==> src/rtl/icmp_rx_if.sv <==
// ICMP payload byte stream from the IP receive layer into icmp_rx.
// The master drives the bytes; the parser is the slave.
interface icmp_rx_if;
  logic [7:0] icmp_data;
  logic       icmp_valid;
  logic       icmp_last;

  modport master (output icmp_data, output icmp_valid, output icmp_last);
  modport slave  (input  icmp_data, input  icmp_valid, input  icmp_last);
endinterface

==> src/rtl/icmp_rx.sv <==
// Receive-side ICMP parser: checks the ones-complement checksum and turns a valid
// Echo Request into a reply trigger or a valid Echo Reply into a notification.
module icmp_rx #(
  parameter int unsigned P_MIN_LEN         = 8,
  parameter logic [7:0]  P_ECHO_REQ_TYPE   = 8'd8,
  parameter logic [7:0]  P_ECHO_REPLY_TYPE = 8'd0
) (
  input  logic        i_clk,
  input  logic        i_rst_n,
  icmp_rx_if.slave    rx,
  output logic        o_trig_reply,
  output logic [15:0] o_trig_seq,
  output logic [15:0] o_trig_id,
  output logic        o_reply_rcvd,
  output logic [15:0] o_reply_seq,
  output logic        o_err_chk,
  output logic        o_err_len
);

  typedef enum logic [2:0] {S_IDLE, S_RECV, S_FOLD1, S_FOLD2, S_CHECK} state_t;

  state_t      state_reg, state_next;
  logic [15:0] cnt_reg, cnt_next;
  logic [31:0] acc_reg, acc_next;
  logic [7:0]  hi_reg, hi_next;
  logic [7:0]  type_reg, type_next;
  logic [7:0]  code_reg, code_next;
  logic [15:0] id_reg, id_next;
  logic [15:0] seq_reg, seq_next;
  logic        trig_reply_next, reply_rcvd_next, err_chk_next, err_len_next;
  logic [15:0] trig_seq_next, trig_id_next, reply_seq_next;

  logic        accept;
  logic [15:0] base_cnt;
  logic [31:0] base_acc;

  always_ff @(posedge i_clk or negedge i_rst_n) begin
    if (!i_rst_n) begin
      state_reg    <= S_IDLE;
      cnt_reg      <= '0;
      acc_reg      <= '0;
      hi_reg       <= '0;
      type_reg     <= '0;
      code_reg     <= '0;
      id_reg       <= '0;
      seq_reg      <= '0;
      o_trig_reply <= 1'b0;
      o_trig_seq   <= '0;
      o_trig_id    <= '0;
      o_reply_rcvd <= 1'b0;
      o_reply_seq  <= '0;
      o_err_chk    <= 1'b0;
      o_err_len    <= 1'b0;
    end else begin
      state_reg    <= state_next;
      cnt_reg      <= cnt_next;
      acc_reg      <= acc_next;
      hi_reg       <= hi_next;
      type_reg     <= type_next;
      code_reg     <= code_next;
      id_reg       <= id_next;
      seq_reg      <= seq_next;
      o_trig_reply <= trig_reply_next;
      o_trig_seq   <= trig_seq_next;
      o_trig_id    <= trig_id_next;
      o_reply_rcvd <= reply_rcvd_next;
      o_reply_seq  <= reply_seq_next;
      o_err_chk    <= err_chk_next;
      o_err_len    <= err_len_next;
    end
  end

  always_comb begin
    state_next      = state_reg;
    hi_next         = hi_reg;
    type_next       = type_reg;
    code_next       = code_reg;
    id_next         = id_reg;
    seq_next        = seq_reg;
    trig_reply_next = 1'b0;
    reply_rcvd_next = 1'b0;
    err_chk_next    = 1'b0;
    err_len_next    = 1'b0;
    trig_seq_next   = o_trig_seq;
    trig_id_next    = o_trig_id;
    reply_seq_next  = o_reply_seq;

    // The first beat of a frame is taken in IDLE, so it starts from cleared state.
    accept   = rx.icmp_valid && (state_reg == S_IDLE || state_reg == S_RECV);
    base_cnt = (state_reg == S_IDLE) ? 16'h0000 : cnt_reg;
    base_acc = (state_reg == S_IDLE) ? 32'h0 : acc_reg;
    cnt_next = base_cnt;
    acc_next = base_acc;

    if (accept) begin
      cnt_next = (base_cnt == 16'hFFFF) ? base_cnt : base_cnt + 16'h0001;
      if (!base_cnt[0]) begin
        hi_next = rx.icmp_data;
        if (rx.icmp_last)
          acc_next = base_acc + {16'h0000, rx.icmp_data, 8'h00};
      end else begin
        acc_next = base_acc + {16'h0000, hi_reg, rx.icmp_data};
      end
      case (base_cnt)
        16'd0:   type_next      = rx.icmp_data;
        16'd1:   code_next      = rx.icmp_data;
        16'd4:   id_next[15:8]  = rx.icmp_data;
        16'd5:   id_next[7:0]   = rx.icmp_data;
        16'd6:   seq_next[15:8] = rx.icmp_data;
        16'd7:   seq_next[7:0]  = rx.icmp_data;
        default: ;
      endcase
      state_next = rx.icmp_last ? S_FOLD1 : S_RECV;
    end

    case (state_reg)
      S_FOLD1, S_FOLD2: begin
        acc_next   = {16'h0000, acc_reg[31:16]} + {16'h0000, acc_reg[15:0]};
        state_next = (state_reg == S_FOLD1) ? S_FOLD2 : S_CHECK;
      end
      S_CHECK: begin
        state_next = S_IDLE;
        if (cnt_reg < 16'(P_MIN_LEN)) begin
          err_len_next = 1'b1;
        end else if (acc_reg[15:0] != 16'hFFFF) begin
          err_chk_next = 1'b1;
        end else if (type_reg == P_ECHO_REQ_TYPE && code_reg == 8'h00) begin
          trig_reply_next = 1'b1;
          trig_seq_next   = seq_reg;
          trig_id_next    = id_reg;
        end else if (type_reg == P_ECHO_REPLY_TYPE && code_reg == 8'h00) begin
          reply_rcvd_next = 1'b1;
          reply_seq_next  = seq_reg;
        end
      end
      default: ;
    endcase
  end

endmodule
==> src/flat_wrapper.sv <==
// flat-port wrapper written by rule: the top's interface ports become plain ports
module icmp_rx_flat 
#(
  parameter int unsigned P_MIN_LEN         = 8,
  parameter logic [7:0]  P_ECHO_REQ_TYPE   = 8'd8,
  parameter logic [7:0]  P_ECHO_REPLY_TYPE = 8'd0
)
  (i_clk, i_rst_n, o_trig_reply, o_trig_seq, o_trig_id, o_reply_rcvd, o_reply_seq, o_err_chk, o_err_len, rx_icmp_data, rx_icmp_valid, rx_icmp_last);
  icmp_rx_if rx_i ();
  input  logic i_clk;
  input  logic i_rst_n;
  output logic o_trig_reply;
  output logic [15:0] o_trig_seq;
  output logic [15:0] o_trig_id;
  output logic o_reply_rcvd;
  output logic [15:0] o_reply_seq;
  output logic o_err_chk;
  output logic o_err_len;
  input wire logic [$bits(rx_i.icmp_data)-1:0] rx_icmp_data;
  input wire logic [$bits(rx_i.icmp_valid)-1:0] rx_icmp_valid;
  input wire logic [$bits(rx_i.icmp_last)-1:0] rx_icmp_last;
  assign rx_i.icmp_data = rx_icmp_data;
  assign rx_i.icmp_valid = rx_icmp_valid;
  assign rx_i.icmp_last = rx_icmp_last;
  icmp_rx #(.P_MIN_LEN(P_MIN_LEN), .P_ECHO_REQ_TYPE(P_ECHO_REQ_TYPE), .P_ECHO_REPLY_TYPE(P_ECHO_REPLY_TYPE)) u_core (.i_clk(i_clk), .i_rst_n(i_rst_n), .rx(rx_i), .o_trig_reply(o_trig_reply), .o_trig_seq(o_trig_seq), .o_trig_id(o_trig_id), .o_reply_rcvd(o_reply_rcvd), .o_reply_seq(o_reply_seq), .o_err_chk(o_err_chk), .o_err_len(o_err_len));
endmodule
==> config.mk <==
export PLATFORM = sky130hd
export DESIGN_NAME = icmp_rx_flat
export DESIGN_NICKNAME = d
export VERILOG_FILES = /design/src/rtl/icmp_rx_if.sv /design/src/rtl/icmp_rx.sv /design/src/flat_wrapper.sv
export SDC_FILE = /design/constraint.sdc
export NUM_CORES = 1
export LEC_CHECK = 0
export ABC_AREA = 0
export CORE_ASPECT_RATIO = 1.25
export CORE_UTILIZATION = 39
export DETAILED_ROUTE_END_ITERATION = 10
export PLACE_DENSITY = 0.54
export SYNTH_ARGS = -nofsm -noshare
export SYNTH_HDL_FRONTEND = slang
export SYNTH_SLANG_ARGS = --single-unit
==> constraint.sdc <==
create_clock -name i_clk -period 5.7 [get_ports i_clk]
set_clock_uncertainty 0.2 [all_clocks]
set_input_delay 0.855 -clock i_clk [delete_from_list [all_inputs] [get_ports i_clk]]
set_output_delay 0.855 -clock i_clk [all_outputs]
set_load 0.01 [all_outputs]
==> metrics.txt, run 1 <==
Ant. Diodes 0; CTS H-tree lvls 4; synthesized netlist cell count roughly 970; Fill cells 2261; FP Rows 62; min Tclk post-route 4.21 ns; vias per inst 5.61; Final nets about 1100; Cell variety after synth 77; Crit Path Max Fanout 11; Fin Setup TNS 0 ns; GR Util met3 under 10%; vias in the first global route 7304; RSZ-0062 raised after global routing no; Iter 0 DRT Violations 331; Final period util 73.9%; Critical R2R Launch u_core.state_reg[2]$_DFFE_PN0P_; Setup CP Type reg -> reg; power per cell area 449 mW/mm^2; Largest register FFs 32; Hold WC Path Type in -> async; Peak VDD IR 0.252 mV; syn_nets slightly above 1000; R2R depth 12; Detailed Place HPWL ~17000 um; commonest cells after routing, fill and taps aside 166 x nand2_1, 159 x dfrtp_1, 72 x mux2_2, 67 x nor2_1, 62 x clkdlybuf4s50_1; ys async rst share 100%; Critical Path AT 4.28 ns; met2 Use GR 36.4%; critical path's top delay family compound AO/OA/AOI/OAI gates; Root Driver clkbuf_16; syn_area_per_cell 9.52 um^2; Crit path buffers/inverters 0; status completed; Lkg Pwr slightly below 5 nW; sequential area share after synthesis 43.3%; final WL about 24000 um; CTS tree built; Final Hold Viols 0; core box area between 0.02 and 0.025 mm^2; total power draw 0.00477 W; global placer's final weighted congestion 0.824; flop-to-flop setup slack 1.49 ns; utilization after layout 46.1%; # hold bufs at CTS 0; mapped cell area 0.00919 mm^2; post_cts resized 0; yosys warns 0; largest net degree at the start of global routing 66; GR Util All Layers about a fifth; top_reg_cell synth dfrtp_1; Max-Cap Viols 0; TritonRoute pass-1 iters 5; CTS Buf Count 17; I/O Buffers 63; postcts setup bufs 0; first-pass GRT wire length 40200 um; antenna violations before repair 0; final worst setup slack 1.49 ns; Worst-path clk slew 0.06 ns; Reg-to-Reg End u_core.acc_reg[10]$_DFF_PN0_; DR WL/cell 18.6 um; Slew headroom approximately 53%; Die Span Y 174 um; worst skew pair latency between 0.4 and 0.5 ns; Residual DRC 0; number of synthesized register bits 159; antenna viol nets, final 0; Slowest cell on crit path a311oi_1; Vias 7350; Die W around 140 um; share of layout cells above drive strength 1 13.5%; startpoint types flop; Tightest Pin Transition a little over 0.7 ns; clk sinks 159; Die ar. 0.0242 mm^2; busiest grt layer met2; setup violators final 0; dpl ws 1.10 ns; fin. max-slew vios 0; Top cell by count, worst path a21oi_1; Synth-to-Final Area Change 15.6%; Synth top area share 43.3%; io pins 64; number of synthesized flops with an enable pin 0; Max clock buf depth 2; met1 GRT Util about a quarter; Area contributors post-synth dfrtp_1 43%, mux2_2 8.8%, nand2_1 6.8%, ha_1 4.5%, nor2_1 2.7%; cell taking the most area after synthesis dfrtp_1; commonest non-fill, non-tap cell in the layout nand2_1; Starting Density 39.9%; CP Capture Type flop; worst-path cell chain or3_1 -> and2_1 -> ha_1 -> fa_1 -> a21oi_1 -> o21ai_0 -> a311oi_1 -> a21oi_1 -> xor2_1 -> a21oi_1 -> mux2i_1 -> o221ai_1; Remaining Overflow, GRT 0; fmax 237 MHz; critical path required time about 5.8 ns; crit-path max cell delay 0.60 ns
[cell families (layout without fill, tap and decap cells)]
| logic type | count (synthesis) | in the layout | share of synthesized area [%] |
|---|---|---|---|
| flip-flops | 159 | 159 | 43.3 |
| XOR/XNOR | 47 | 47 | 4.48 |
| AO/OA/AOI/OAI | 190 | 190 | 14.5 |
| multiplexers | 83 | 83 | 10.0 |
| AND/OR/NAND/NOR | 377 | 377 | 19.3 |
| adder cells (fa/ha/maj) | 35 | 35 | 4.93 |
| buffers and inverters | 74 | 130 | 3.46 |
[cell usage after synthesis (4+ instances only)]
master and n:
nand2_1 166, dfrtp_1 159, mux2_2 72, nor2_1 67, a21oi_1 43, ha_1 33, o21ai_0 33, nand3_1 31
clkbuf_1 26, xor2_1 25, xnor2_1 22, inv_1 21, and3_1 16, nor3_1 16, and2_1 14, buf_2 14
nand4_1 14, nor4_1 14, mux2i_1 11, a211oi_1 10, a31oi_1 10, o211ai_1 8, a21o_1 7, o31ai_1 7
or3_1 7, buf_1 6, buf_4 6, o21a_1 6, a2111oi_1 5, nand3b_1 5, a22oi_1 4, o221ai_1 4
[worst max path at each step]
stage	slack, ns	cells after the start	startpoint	to
after floorplan	1.59	16	u_core.state_reg[0]$_DFFE_PN0P_	u_core.acc_reg[25]$_DFF_PN0_
after global placement	1.24	11	rx_icmp_data[0]	u_core.acc_reg[16]$_DFF_PN0_
after detailed placement	1.10	11	rx_icmp_data[0]	u_core.acc_reg[10]$_DFF_PN0_
after CTS	1.46	12	u_core.state_reg[2]$_DFFE_PN0P_	u_core.acc_reg[10]$_DFF_PN0_
after global routing	1.30	12	u_core.state_reg[2]$_DFFE_PN0P_	u_core.acc_reg[10]$_DFF_PN0_
final	1.49	12	u_core.state_reg[2]$_DFFE_PN0P_	u_core.acc_reg[10]$_DFF_PN0_
[layer usage]
metal,share of wire (%),vias up
met5,0,-
met4,3.5,0
met3,2.9,33
met2,50,158
met1,44,3597
li1,-,3562
[area by class of cell]
type | count | area (um^2) | area share [%]
inverter | 22 | 82.6 | 0.778
multi-input combinational | 732 | 4900 | 46.1
clock buffer | 19 | 443 | 4.17
timing repair buffer | 79 | 764 | 7.20
clock inverter | 10 | 91.3 | 0.860
tap | 288 | 360 | 3.39
sequential | 159 | 3980 | 37.5
[through the flow]
step	hold WS (ns)	instance area (um^2)	std cells
global placement	0.243	10100	1280
global route	0.257	10600	1309
floorplan	0.233	9190	965
detailed placement	0.253	10100	1280
finish	0.211	10600	1309
CTS	0.231	10600	1309
[where the power goes]
group | internal [W] | switching (W)
combinational | 0.000824 | 0.00117
clock | 0.000604 | 0.000456
sequential | 0.00136 | 0.000355
No activity file was read; power rests on OpenSTA's default activity.
==> run 2: changes to the inputs <==
- clock period: 5.7 -> 4 ns (I/O delays scaled with it)
==> run 2 against run 1 <==
Effect of this change: non-clock buffer count up 23; worst setup slack worse by 1.2 ns; critical path depth down 1.
==> metrics.txt, run 2 (synthesized netlist as in run 1, its figures left out) <==
RSZ-0062 raised after global routing no (unchanged); antenna violations before repair 0 (unchanged); TritonRoute pass-1 iters 5 (unchanged); CTS tree built (unchanged); final WL 24700 um (was 24400 um); Tightest Pin Transition 0.931 ns (was 0.705 ns); Worst-path clk slew 0.08 ns (was 0.06 ns); commonest cells after routing, fill and taps aside 166 x nand2_1, 159 x dfrtp_1, 72 x mux2_2, 67 x nor2_1, 62 x clkdlybuf4s50_1 (unchanged); met2 wire length 12400 um (was 12100 um); DR WL/cell 18.5 um (was 18.6 um); Largest register FFs 32 (unchanged); io pins 64 (unchanged); met1 WL 11000 um (was 10700 um); Die W 139 um (unchanged); commonest non-fill, non-tap cell in the layout nand2_1 (unchanged); CTS Buf Count 17 (unchanged); Die ar. 0.0242 mm^2 (unchanged); Starting Density 39.9% (unchanged); CP Capture Type flop (unchanged); Die Span Y 174 um (unchanged); Lkg Pwr 4.98 nW (was 4.83 nW); CTS H-tree lvls 4 (unchanged); placed insts 1303 (was 1280); Setup CP Type reg -> reg (unchanged); vias in the first global route 7257 (was 7304); share of layout cells above drive strength 1 16.7% (was 13.5%); antenna viol nets, final 0 (unchanged); I/O Buffers 63 (unchanged); power per cell area 651 mW/mm^2 (was 449 mW/mm^2); Slew headroom 38.0% (was 53.0%); met3 WL 730 um (was 714 um); Crit Path Max Fanout 7 (was 11); first-pass GRT wire length 40500 um (was 40200 um); worst-path cell chain or3_4 -> and2_1 -> ha_1 -> o21ai_2 -> o211a_1 -> or3_4 -> a2111oi_4 -> o21ai_2 -> a2111oi_2 -> xor2_1 -> nor2_1 (was or3_1 -> and2_1 -> ha_1 -> fa_1 -> a21oi_1 -> o21ai_0 -> a311oi_1 -> a21oi_1 -> xor2_1 -> a21oi_1 -> mux2i_1 -> o221ai_1); Final period util 93.5% (was 73.9%); Non-Filler Instances 1335 (was 1309); GR Util All Layers 21.5% (was 21.3%); largest net degree at the start of global routing 99 (was 66); critical path's top delay family compound AO/OA/AOI/OAI gates (unchanged); postcts setup bufs 0 (unchanged); Crit path buffers/inverters 0 (unchanged); Max-Cap Viols 0 (unchanged); Residual DRC 0 (unchanged); worst skew pair latency 0.43 ns (about the same); Detailed Place HPWL 17600 um (was 17200 um); Final nets 1081 (was 1058); vias per inst 5.58 (was 5.61); global placer's final weighted congestion 0.869 (was 0.824); clk sinks 159 (unchanged); Critical Path AT 3.85 ns (was 4.28 ns); Vias 7453 (was 7350); Slowest cell on crit path or3_4 (was a311oi_1); core box area 0.0230 mm^2 (unchanged); status completed (unchanged); Root Driver clkbuf_16 (unchanged); min Tclk post-route 3.74 ns (was 4.21 ns); Fill cells 2231 (was 2261); Highest Signal Layer met4 (unchanged); Max clock buf depth 2 (unchanged); Ant. Diodes 0 (unchanged); hold slack 0.0726 ns (was 0.211 ns); critical path required time 4.11 ns (was 5.77 ns); Peak VDD IR 0.360 mV (was 0.252 mV); Synth-to-Final Area Change 18.9% (was 15.6%); fin. max-slew vios 0 (unchanged); fmax 267 MHz (was 237 MHz); Hold WC Path Type in -> async (unchanged); FP Rows 62 (unchanged); Iter 0 DRT Violations 418 (was 331); setup violators final 0 (unchanged); Final Hold Viols 0 (unchanged); Remaining Overflow, GRT 0 (unchanged); crit-path max cell delay 0.47 ns (was 0.60 ns); startpoint types flop (unchanged)
-- run 2: changes by cell type in the layout (fill, tap and decap cells not counted), moves of 3 or more --
cell       previous run  this run
clkinv_2              4         0
buf_4                15        37
a2111oi_2             2         6
a2111oi_1             5         1
inv_8                 0         5
clkinv_8              0         3
-- run 2: timing repair --
item | 4_1_cts | 5_1_grt
endpoints found under the setup margin | 0 | 8
resized for setup | 0 | 3
endpoints found under the hold margin | 0 | 0
hold buffers | 0 | 0
-- run 2: final cells by class --
class	instances	area, um^2	area share (%)
Clock buffer	17	425	3.89
Timing Repair Buffer	102	941	8.61
Tap cell	288	360	3.30
Inverter	22	82.6	0.756
Sequential cell	159	3980	36.4
Clock inverter	15	180	1.65
Multi-Input combinational cell	732	4950	45.4
-- run 2: per-stage QoR --
| step | setup WS (ns) | area [um^2] | power, W | setup TNS [ns] | util (%) |
|---|---|---|---|---|---|
| CTS | 0.153 | 10900 | 0.00713 | 0 | 47.3 |
| global placement | 0.220 | 10300 | 0.00540 | 0 | 44.7 |
| global route | 0.0995 | 10900 | 0.00760 | 0 | 47.4 |
| finish | 0.261 | 10900 | 0.00711 | 0 | 47.4 |
| floorplan | -0.00256 | 9270 | 0.00459 | -0.00256 | - |
| detailed placement | 0.181 | 10300 | 0.00542 | 0 | 44.7 |
-- run 2: worst reg2reg max path, delay by kind of cell, from the launching register on --
kind,cells,cell delay (ns)
compound gates,5,1.38
xor+xnor,1,0.18
fa+ha+maj,1,0.36
flops,1,0.42
simple gates,4,1.09
-- run 2: path summary, 6_finish.rpt --
| kind | from | end | slack, ns | cells after the start |
|---|---|---|---|---|
| max | u_core.state_reg[2]$_DFFE_PN0P_ | u_core.acc_reg[25]$_DFF_PN0_ | 0.26 | 11 |
| min | i_rst_n | u_core.o_trig_reply$_DFF_PN0_ | 0.07 | 1 |
| max reg2reg | u_core.state_reg[2]$_DFFE_PN0P_ | u_core.acc_reg[25]$_DFF_PN0_ | 0.26 | 11 |
| min reg2reg | u_core.id_reg[5]$_DFFE_PN0P_ | u_core.o_trig_id[5]$_DFFE_PN0P_ | 0.26 | 2 |
| max in group asynchronous | i_rst_n | u_core.o_reply_seq[5]$_DFFE_PN0P_ | 2.64 | 2 |
| min in group i_clk | u_core.id_reg[5]$_DFFE_PN0P_ | u_core.o_trig_id[5]$_DFFE_PN0P_ | 0.26 | 2 |
-- run 2: metal layers --
metal / vias to the layer above / global-route usage [%]
li1: 3617 / -
met1: 3641 / 26.9
met2: 157 / 37.6
met3: 38 / 2.49
met4: 0 / 8.89
met5: - / 0
-- run 2: report_power, final --
group | total [W] | leakage (nW) | switching [W] | internal (W)
clock network | 0.00167 | 0.292 | 0.000819 | 0.000853
registers | 0.00234 | 2.13 | 0.000407 | 0.00194
logic | 0.00309 | 2.56 | 0.00180 | 0.00129
total | 0.00711 | 4.98 | 0.00303 | 0.00408
==> run 3: changes to the inputs <==
- CORE_UTILIZATION: 39 -> 31
- CTS_CLUSTER_DIAMETER: default -> 50
- PLACE_DENSITY: 0.54 -> 0.44
==> run 3 against run 2 <==
Effect of this change: via count increased by 0.39%; die area increased by 25%; critical path depth increased by 1; sequential cell count unchanged; core utilization decreased by 9.5 points; worst hold slack improved by 0.19 ns; total power increased by 1.3%; worst setup slack got worse by 0.036 ns; clock power about the same; register-to-register slack got worse by 0.04 ns; critical endpoint is now u_core.acc_reg[10]$_DFF_PN0_.
==> metrics.txt, run 3 (synthesized netlist as in run 1, its figures left out) <==
RSZ-0062 raised after global routing no (unchanged); startpoint types flop (unchanged); io pins 64 (unchanged); Hold WC Path Type reg -> reg (was in -> async); Worst-path clk slew 0.07 ns (was 0.08 ns); status completed (unchanged); Final period util 94.4% (was 93.5%); postcts setup bufs 0 (unchanged); total power draw 0.00721 W (was 0.00711 W); largest net degree at the start of global routing 67 (was 99); Starting Density 31.5% (was 39.9%); Largest register FFs 32 (unchanged); Die ar. 0.0303 mm^2 (was 0.0242 mm^2); Ant. Diodes 0 (unchanged); CP Capture Type flop (unchanged); Slew headroom 50.0% (was 38.0%); final worst setup slack 0.225 ns (was 0.261 ns); Final nets 1079 (was 1081); Final Hold Viols 0 (unchanged); antenna viol nets, final 0 (unchanged); setup violators final 0 (unchanged); final WL 26800 um (was 24700 um); CTS H-tree lvls 4 (unchanged); Lkg Pwr 4.97 nW (was 4.98 nW); fmax 265 MHz (was 267 MHz); Setup CP Type reg -> reg (unchanged); DR WL/cell 18.6 um (was 18.5 um); worst skew pair latency 0.44 ns (was 0.43 ns); Remaining Overflow, GRT 0 (unchanged); Die Span Y 194 um (was 174 um); clk sinks 159 (unchanged); Residual DRC 0 (unchanged); Die W 156 um (was 139 um); met3 WL 725 um (was 730 um); antenna violations before repair 0 (unchanged); Detailed Place HPWL 19000 um (was 17600 um); share of layout cells above drive strength 1 16.4% (was 16.7%); min Tclk post-route 3.77 ns (was 3.74 ns); core box area 0.0292 mm^2 (was 0.0230 mm^2); Peak VDD IR 0.235 mV (was 0.360 mV); critical path required time 4.07 ns (was 4.11 ns); CTS tree built (unchanged); vias in the first global route 7437 (was 7257); Max-Cap Viols 0 (unchanged); commonest non-fill, non-tap cell in the layout nand2_1 (unchanged); Tightest Pin Transition 0.750 ns (was 0.931 ns); power per cell area 651 mW/mm^2 (about the same); commonest cells after routing, fill and taps aside 166 x nand2_1, 159 x dfrtp_1, 72 x mux2_2, 67 x nor2_1, 62 x clkdlybuf4s50_1 (unchanged); CTS Buf Count 17 (unchanged); fin. max-slew vios 0 (unchanged); vias per inst 5.19 (was 5.58); Iter 0 DRT Violations 323 (was 418); met1 WL 12000 um (was 11000 um); hold slack 0.265 ns (was 0.0726 ns); met2 wire length 13400 um (was 12400 um); Max clock buf depth 2 (unchanged); Vias 7482 (was 7453); GR Util All Layers 18.5% (was 21.5%); first-pass GRT wire length 42900 um (was 40500 um); global placer's final weighted congestion 0.842 (was 0.869); Synth-to-Final Area Change 20.4% (was 18.9%); Highest Signal Layer met4 (unchanged); I/O Buffers 63 (unchanged); Critical Path AT 3.85 ns (about the same); Crit Path Max Fanout 6 (was 7); Root Driver clkbuf_16 (unchanged); FP Rows 70 (was 62); dpl ws 0.136 ns (was 0.181 ns); TritonRoute pass-1 iters 5 (unchanged)
[run 3: timing repair]
action / CTS / global route
endpoints found under the setup margin: 0 / 8
hold buffers: 1 / 0
endpoints found under the hold margin: 43 / 0
gates resized for setup: 0 / 1
[run 3: worst paths after layout]
| kind | start | to | slack (ns) | cells after the start |
|---|---|---|---|---|
| max | u_core.state_reg[2]$_DFFE_PN0P_ | u_core.acc_reg[10]$_DFF_PN0_ | 0.23 | 12 |
| max in group asynchronous | i_rst_n | u_core.cnt_reg[0]$_DFF_PN0_ | 2.24 | 3 |
| min in group asynchronous | i_rst_n | u_core.o_trig_id[12]$_DFFE_PN0P_ | 0.51 | 2 |
| min reg2reg | u_core.id_reg[1]$_DFFE_PN0P_ | u_core.o_trig_id[1]$_DFFE_PN0P_ | 0.26 | 2 |
| min | u_core.id_reg[1]$_DFFE_PN0P_ | u_core.o_trig_id[1]$_DFFE_PN0P_ | 0.26 | 2 |
| max reg2reg | u_core.state_reg[2]$_DFFE_PN0P_ | u_core.acc_reg[10]$_DFF_PN0_ | 0.23 | 12 |
[run 3: area by class of cell]
cell class	count	area [um^2]
repair buffers	100	950
inverters	22	82.6
well taps	396	495
flip-flops and latches	159	3980
multi-input cells	732	4950
clock inverters	12	148
clock buffers	20	457
fillers	2957	18100
[run 3: power breakdown]
group	total, W	leakage, nW	switching, W	internal, W
clock network	0.00170	0.289	0.000729	0.000970
logic	0.00314	2.56	0.00185	0.00129
registers	0.00237	2.13	0.000428	0.00194
[run 3: metrics by stage]
| stage | std cells | util, % | instance area [um^2] | setup TNS (ns) |
|---|---|---|---|---|
| floorplan | 965 | - | 9270 | -0.00256 |
| global route | 1441 | 37.9 | 11100 | 0 |
| CTS | 1441 | 37.9 | 11100 | 0 |
| detailed placement | 1408 | 35.8 | 10400 | 0 |
| finish | 1441 | 37.9 | 11100 | 0 |
| global placement | 1408 | 35.8 | 10400 | 0 |
[run 3: per-layer routing]
metal  vias to the layer above  track usage [%]
met5                         -                0
met4                         0             6.94
met3                        38             2.68
met2                       137             31.9
met1                      3706             23.1
li1                       3601                -
[run 3: critical path: stages, from the launching register on]
cell and delay (ns):
dfrtp_1 0.38, or3_4 0.47, and2_1 0.20, ha_1 0.22
fa_1 0.43, a21oi_1 0.20, o21ai_0 0.13, a311oi_1 0.35
a21oi_1 0.22, xor2_1 0.19, a21oi_1 0.26, mux2i_1 0.21
o221ai_1 0.13
